[config.mk]
export PLATFORM = sky130hd
export DESIGN_NAME = minibus_arbiter_flat
export DESIGN_NICKNAME = d
export VERILOG_FILES = /design/src/rtl/minibus_arbiter_if.sv /design/src/rtl/minibus_arbiter.sv /design/src/flat_wrapper.sv
export SDC_FILE = /design/constraint.sdc
export NUM_CORES = 1
export LEC_CHECK = 0
export ABC_AREA = 1
export CORE_ASPECT_RATIO = 1.25
export CORE_MARGIN = 3
export CORE_UTILIZATION = 39
export DETAILED_ROUTE_END_ITERATION = 12
export PLACE_DENSITY = 0.77
export SLEW_MARGIN = 10
export SYNTH_ARGS = -nofsm -noshare
export SYNTH_HDL_FRONTEND = slang
export SYNTH_SLANG_ARGS = --single-unit
[constraint.sdc]
create_clock -name clk -period 1.5 [get_ports clk]
set_input_delay 0.225 -clock clk [delete_from_list [all_inputs] [get_ports clk]]
set_output_delay 0.225 -clock clk [all_outputs]
set_load 0.05 [all_outputs]
[src/rtl/minibus_arbiter_if.sv]
// Signal bundle between the D/I datapath ports, the arbiter and the minibus slave.
// The master modport is the arbiter's view; slave is the view of everything around it.
interface minibus_arbiter_if #(
    parameter int ADDR_W = 32,
    parameter int DATA_W = 32
);
    logic              d_ren;
    logic              d_wen;
    logic [ADDR_W-1:0] d_addr;
    logic [DATA_W-1:0] d_wdata;
    logic [1:0]        d_width;
    logic              d_done;
    logic [DATA_W-1:0] d_rdata;
    logic              d_err;

    logic              i_ren;
    logic [ADDR_W-1:0] i_addr;
    logic              i_done;
    logic [DATA_W-1:0] i_rdata;
    logic              i_err;

    logic              bus_ren;
    logic              bus_wen;
    logic [ADDR_W-1:0] bus_addr;
    logic [DATA_W-1:0] bus_wdata;
    logic [1:0]        bus_width;
    logic              bus_ack;
    logic [DATA_W-1:0] bus_rdata;
    logic              bus_err;

    modport master (
        input  d_ren, d_wen, d_addr, d_wdata, d_width,
        output d_done, d_rdata, d_err,
        input  i_ren, i_addr,
        output i_done, i_rdata, i_err,
        output bus_ren, bus_wen, bus_addr, bus_wdata, bus_width,
        input  bus_ack, bus_rdata, bus_err
    );

    modport slave (
        output d_ren, d_wen, d_addr, d_wdata, d_width,
        input  d_done, d_rdata, d_err,
        output i_ren, i_addr,
        input  i_done, i_rdata, i_err,
        input  bus_ren, bus_wen, bus_addr, bus_wdata, bus_width,
        output bus_ack, bus_rdata, bus_err
    );
endinterface

[src/rtl/minibus_arbiter.sv]
// Two-requester minibus arbiter: D has priority, a starvation counter forces I through,
// and a BUSY timer turns a missing ack into an error completion.
//
//  state | meaning
//  IDLE  | sample requests, latch the winner into the bus registers
//  BUSY  | strobes held, waiting for bus_ack or timeout
//  RESP  | one-cycle done pulse to the owner
module minibus_arbiter #(
    parameter int ADDR_W       = 32,
    parameter int DATA_W       = 32,
    parameter int TIMEOUT      = 256,
    parameter int STARVE_LIMIT = 4
) (
    input  logic                clk,
    input  logic                rst,
    minibus_arbiter_if.master   mb
);
    localparam int TW = $clog2(TIMEOUT);
    localparam int SW = $clog2(STARVE_LIMIT + 1);
    localparam logic [TW-1:0] TMAX = TW'(TIMEOUT - 1);
    localparam logic [SW-1:0] SMAX = SW'(STARVE_LIMIT);

    typedef enum logic [1:0] {IDLE, BUSY, RESP} state_t;

    state_t          state;
    logic            owner_i;
    logic [TW-1:0]   timer;
    logic [SW-1:0]   starve;

    logic              pick_i;
    logic              pick_d;
    logic [DATA_W-1:0] resp_rdata;
    logic              resp_err;
    logic              busy_end;

    always_comb begin
        pick_i = 1'b0;
        pick_d = 1'b0;
        if (mb.i_ren && starve == SMAX)
            pick_i = 1'b1;
        else if (mb.d_ren || mb.d_wen)
            pick_d = 1'b1;
        else if (mb.i_ren)
            pick_i = 1'b1;
    end

    // Ack wins over a coinciding timeout; timeout completes with zero data and error.
    always_comb begin
        busy_end   = mb.bus_ack || (timer == TMAX);
        resp_rdata = '0;
        resp_err   = 1'b1;
        if (mb.bus_ack) begin
            resp_rdata = mb.bus_wen ? '0 : mb.bus_rdata;
            resp_err   = mb.bus_err;
        end
    end

    always_ff @(posedge clk) begin
        if (rst) begin
            state        <= IDLE;
            owner_i      <= 1'b0;
            timer        <= '0;
            starve       <= '0;
            mb.bus_ren   <= 1'b0;
            mb.bus_wen   <= 1'b0;
            mb.bus_addr  <= '0;
            mb.bus_wdata <= '0;
            mb.bus_width <= 2'b00;
            mb.d_done    <= 1'b0;
            mb.d_rdata   <= '0;
            mb.d_err     <= 1'b0;
            mb.i_done    <= 1'b0;
            mb.i_rdata   <= '0;
            mb.i_err     <= 1'b0;
        end else begin
            case (state)
                IDLE: begin
                    if (pick_i) begin
                        owner_i      <= 1'b1;
                        mb.bus_ren   <= 1'b1;
                        mb.bus_wen   <= 1'b0;
                        mb.bus_addr  <= mb.i_addr;
                        mb.bus_wdata <= '0;
                        mb.bus_width <= 2'b10;
                        starve       <= '0;
                        timer        <= '0;
                        state        <= BUSY;
                    end else if (pick_d) begin
                        owner_i      <= 1'b0;
                        mb.bus_ren   <= ~mb.d_wen;
                        mb.bus_wen   <= mb.d_wen;
                        mb.bus_addr  <= mb.d_addr;
                        mb.bus_wdata <= mb.d_wen ? mb.d_wdata : '0;
                        mb.bus_width <= mb.d_width;
                        if (!mb.i_ren)
                            starve <= '0;
                        else if (starve != SMAX)
                            starve <= starve + SW'(1);
                        timer        <= '0;
                        state        <= BUSY;
                    end
                end
                BUSY: begin
                    timer <= timer + TW'(1);
                    if (busy_end) begin
                        mb.bus_ren <= 1'b0;
                        mb.bus_wen <= 1'b0;
                        mb.d_done  <= ~owner_i;
                        mb.d_rdata <= owner_i ? '0 : resp_rdata;
                        mb.d_err   <= ~owner_i & resp_err;
                        mb.i_done  <= owner_i;
                        mb.i_rdata <= owner_i ? resp_rdata : '0;
                        mb.i_err   <= owner_i & resp_err;
                        state      <= RESP;
                    end
                end
                RESP: begin
                    mb.d_done  <= 1'b0;
                    mb.d_rdata <= '0;
                    mb.d_err   <= 1'b0;
                    mb.i_done  <= 1'b0;
                    mb.i_rdata <= '0;
                    mb.i_err   <= 1'b0;
                    state      <= IDLE;
                end
                default: state <= IDLE;
            endcase
        end
    end
endmodule

[src/flat_wrapper.sv]
// flat-port wrapper written by rule: the top's interface ports become plain ports
module minibus_arbiter_flat 
#(
    parameter int ADDR_W       = 32,
    parameter int DATA_W       = 32,
    parameter int TIMEOUT      = 256,
    parameter int STARVE_LIMIT = 4
)
  (clk, rst, mb_d_ren, mb_d_wen, mb_d_addr, mb_d_wdata, mb_d_width, mb_d_done, mb_d_rdata, mb_d_err, mb_i_ren, mb_i_addr, mb_i_done, mb_i_rdata, mb_i_err, mb_bus_ren, mb_bus_wen, mb_bus_addr, mb_bus_wdata, mb_bus_width, mb_bus_ack, mb_bus_rdata, mb_bus_err);
  minibus_arbiter_if #(.ADDR_W(ADDR_W), .DATA_W(DATA_W)) mb_i ();
  input  logic clk;
  input  logic rst;
  input wire logic [$bits(mb_i.d_ren)-1:0] mb_d_ren;
  input wire logic [$bits(mb_i.d_wen)-1:0] mb_d_wen;
  input wire logic [$bits(mb_i.d_addr)-1:0] mb_d_addr;
  input wire logic [$bits(mb_i.d_wdata)-1:0] mb_d_wdata;
  input wire logic [$bits(mb_i.d_width)-1:0] mb_d_width;
  output wire logic [$bits(mb_i.d_done)-1:0] mb_d_done;
  output wire logic [$bits(mb_i.d_rdata)-1:0] mb_d_rdata;
  output wire logic [$bits(mb_i.d_err)-1:0] mb_d_err;
  input wire logic [$bits(mb_i.i_ren)-1:0] mb_i_ren;
  input wire logic [$bits(mb_i.i_addr)-1:0] mb_i_addr;
  output wire logic [$bits(mb_i.i_done)-1:0] mb_i_done;
  output wire logic [$bits(mb_i.i_rdata)-1:0] mb_i_rdata;
  output wire logic [$bits(mb_i.i_err)-1:0] mb_i_err;
  output wire logic [$bits(mb_i.bus_ren)-1:0] mb_bus_ren;
  output wire logic [$bits(mb_i.bus_wen)-1:0] mb_bus_wen;
  output wire logic [$bits(mb_i.bus_addr)-1:0] mb_bus_addr;
  output wire logic [$bits(mb_i.bus_wdata)-1:0] mb_bus_wdata;
  output wire logic [$bits(mb_i.bus_width)-1:0] mb_bus_width;
  input wire logic [$bits(mb_i.bus_ack)-1:0] mb_bus_ack;
  input wire logic [$bits(mb_i.bus_rdata)-1:0] mb_bus_rdata;
  input wire logic [$bits(mb_i.bus_err)-1:0] mb_bus_err;
  assign mb_i.d_ren = mb_d_ren;
  assign mb_i.d_wen = mb_d_wen;
  assign mb_i.d_addr = mb_d_addr;
  assign mb_i.d_wdata = mb_d_wdata;
  assign mb_i.d_width = mb_d_width;
  assign mb_d_done = mb_i.d_done;
  assign mb_d_rdata = mb_i.d_rdata;
  assign mb_d_err = mb_i.d_err;
  assign mb_i.i_ren = mb_i_ren;
  assign mb_i.i_addr = mb_i_addr;
  assign mb_i_done = mb_i.i_done;
  assign mb_i_rdata = mb_i.i_rdata;
  assign mb_i_err = mb_i.i_err;
  assign mb_bus_ren = mb_i.bus_ren;
  assign mb_bus_wen = mb_i.bus_wen;
  assign mb_bus_addr = mb_i.bus_addr;
  assign mb_bus_wdata = mb_i.bus_wdata;
  assign mb_bus_width = mb_i.bus_width;
  assign mb_i.bus_ack = mb_bus_ack;
  assign mb_i.bus_rdata = mb_bus_rdata;
  assign mb_i.bus_err = mb_bus_err;
  minibus_arbiter #(.ADDR_W(ADDR_W), .DATA_W(DATA_W), .TIMEOUT(TIMEOUT), .STARVE_LIMIT(STARVE_LIMIT)) u_core (.clk(clk), .rst(rst), .mb(mb_i));
endmodule
==> metrics.txt <==
WL final=21,900 µm; total gr overflow=0; R2R Path End=u_core.mb.d_rdata[1]; DR vias/cell=5.13; Fin. Hold Viols=0; MaxCap Viol Count=0; kind of critical path=register to register; row count=52; RSZ-0062 raised after global routing=true; Setup violations, final=0; DP Area=9390 µm²; Relative slew margins=69.2%; hold_sp=rst; power per cell area=1070 nW/µm²; HPWL Detailed=13,800 µm; 1st-iter DRT viols=665; vias in the first global route=6,273; ys flop type=dfxtp_1; Final Core Density=64.8%; Worst setup SP type=register; synthesized flop and latch total=150; drt pass-1 iters=6; Port Buffer Count=272; first-pass GRT wire length=31,600 µm; Root Driver=clkbuf_16; Tot Pwr=0.0114 W; worst skew pair latency=0.42 ns; GR Util All Layers=21.4%; Avg Inst Size Synth=7.49 µm²; net count after synthesis=1,011; TritonCTS Sinks=150; Seq/Total Area, Yosys=46.0%; Max Slew Vio Count=0; gpl congestion=0.853; clk_skew=0.0102 ns; Area Overhead vs Synth=62.1%; Post-Syn Instances=871; largest net degree at the start of global routing=93; actual slew at the worst max-slew pin=0.461 ns; Max FO, Critical Path=9; worst hold stages=4; Initial Util=40.0%; Data required, critical path=1.85 ns; worst reg-to-reg setup slack=0.04 ns; fmax=683 MHz; CTS tree=yes; fin nets=1,295; via count=7,094; Top Ports=273; die area=18,300 µm²; Worst EP arrival=1.81 ns; Pleak=4.60 nW; total CTS buffers=17; Min-Delay Endpoint=u_core.mb.bus_ren; setup tns final=0 ns; RR Startpoint=u_core.timer[1]; status=finished clean; initial antenna violation count=0; Max IR drop VDD=0.619 mV; H-Tree Depth=4; Hold Buf Count CTS=0; core area=16,300 µm²; Post-DRT Antenna Nets=0; clk buf depth=2; Die Y=151 µm; die width=122 µm; crit share post-route=97.7%; synth unique cells=29; most frequent cells in the layout=nand2_1 (154), buf_4 (152), dfxtp_1 (143), clkdlybuf4s50_1 (135), nand3_1 (104); Post-synth EDFFs=0; antenna cells=0; CP Capture Type=register; Synth Cell Area=6530 µm²; drt drc=0; average routed wire per standard cell=15.8 µm; min-delay worst type=input pin to register; post-layout min period=1.46 ns; Synth warnings=0; FFs w/ async S/R, synth=0%; most common cell after layout, fill and taps aside=nand2_1; fin area=10,600 µm²; Reg clk slew, reported paths=0.06 ns; share of cells above drive strength 1=26.5%; R2R cell count=9
[per-layer routing]
metal / vias up / global-route usage, % / wire length (µm)
li1: 3457 / - / -
met1: 3277 / 26.3 / 8610
met2: 319 / 36.2 / 11200
met3: 41 / 5.11 / 1490
met4: 0 / 8.24 / 580
met5: - / 0 / 0
[power by group]
| group | internal (W) | total, W | switching, W | leakage (nW) |
|---|---|---|---|---|
| clock network | 0.00253 | 0.00421 | 0.00168 | 0.288 |
| registers | 0.00420 | 0.00434 | 0.000133 | 1.23 |
| logic | 0.00116 | 0.00283 | 0.00167 | 3.09 |
[cells in the mapped netlist, types with 2 or more instances]
cell	count	share of area [%]
nor3_1	4	0.31
o21ai_0	25	1.9
a31oi_1	32	3.1
inv_2	3	0.17
dfxtp_1	150	46
nand2_2	4	0.38
nand3_1	110	8.4
buf_4	9	1.0
nand4_1	51	4.9
inv_1	91	5.2
ha_1	3	0.58
o21ai_2	29	3.9
buf_1	3	0.17
clkbuf_1	29	1.7
nand2_1	158	9.1
buf_2	21	1.6
nor2_2	2	0.19
a21oi_1	61	4.7
buf_6	7	1.2
or2_2	2	0.19
nor2_1	69	4.0
[repair_timing]
item,4_1_cts,5_1_grt
endpoints found under the setup margin,89,131
cloned,1,17
pin swaps,4,31
buffers inserted,1,6
resized for setup,8,60
[critical path: stages, from the launching register on]
cell	delay [ns]
dfxtp_2	0.35
ha_4	0.14
inv_2	0.04
nor2_4	0.09
nand2_2	0.08
nand2_4	0.13
buf_8	0.15
clkbuf_16	0.16
nand4_1	0.09
a21oi_1	0.16
[layout make-up]
class | instances | area, µm²
fill | 1359 | 5750
multi-input combinational | 558 | 2960
clock inverter | 13 | 131
inverter | 95 | 357
timing repair buffer | 333 | 3390
tap | 216 | 270
sequential | 150 | 3010
clock buffer | 19 | 453
[per-stage QoR]
| stage | std cells | setup slack, ns | hold slack (ns) |
|---|---|---|---|
| 6_report | 1384 | 0.0350 | 0.214 |
| 5_1_grt | 1384 | -0.0496 | 0.221 |
| 4_1_cts | 1361 | -0.0428 | 0.198 |
| 3_5_place_dp | 1327 | -0.220 | 0.446 |
| 3_3_place_gp | 1327 | -0.187 | 0.442 |
| 2_1_floorplan | 871 | 0.00906 | 0.367 |
[cells by family after synthesis]
group | synth area share [%]
buffers and inverters | 11.2
xor gates and xnor gates | 0.134
AOI/OAI and AO/OA | 13.8
DFF | 46.0
and+or+nand+nor | 28.4
adders and majority gates | 0.575
[state kept, by name (all words and copies together) (netlist names)]
register	flops
u_core.mb.i_err	1
u_core.owner_i	1
u_core.timer	8
u_core.mb.bus_ren	1
u_core.mb.i_rdata	32
u_core.mb.bus_addr	32
u_core.starve	3
u_core.state	2
u_core.mb.d_err	1
u_core.mb.i_done	1
u_core.mb.bus_wdata	32
u_core.mb.d_rdata	32
u_core.mb.d_done	1
u_core.mb.bus_wen	1
u_core.mb.bus_width	2
[how the worst max path moves through the flow]
stage	start	to	slack [ns]	cells after the start
finish	u_core.timer[1]	u_core.mb.d_rdata[1]	0.04	9
global route	u_core.timer[1]	u_core.mb.d_rdata[1]	-0.05	9
CTS	u_core.timer[1]	u_core.mb.d_rdata[21]	-0.04	10
detailed placement	mb_i_ren	u_core.mb.bus_wdata[31]	-0.22	8
global placement	mb_d_wen	u_core.mb.bus_wen	-0.19	9
floorplan	u_core.timer[1]	u_core.mb.d_done	0.009	10
No activity file was read; power rests on OpenSTA's default activity.
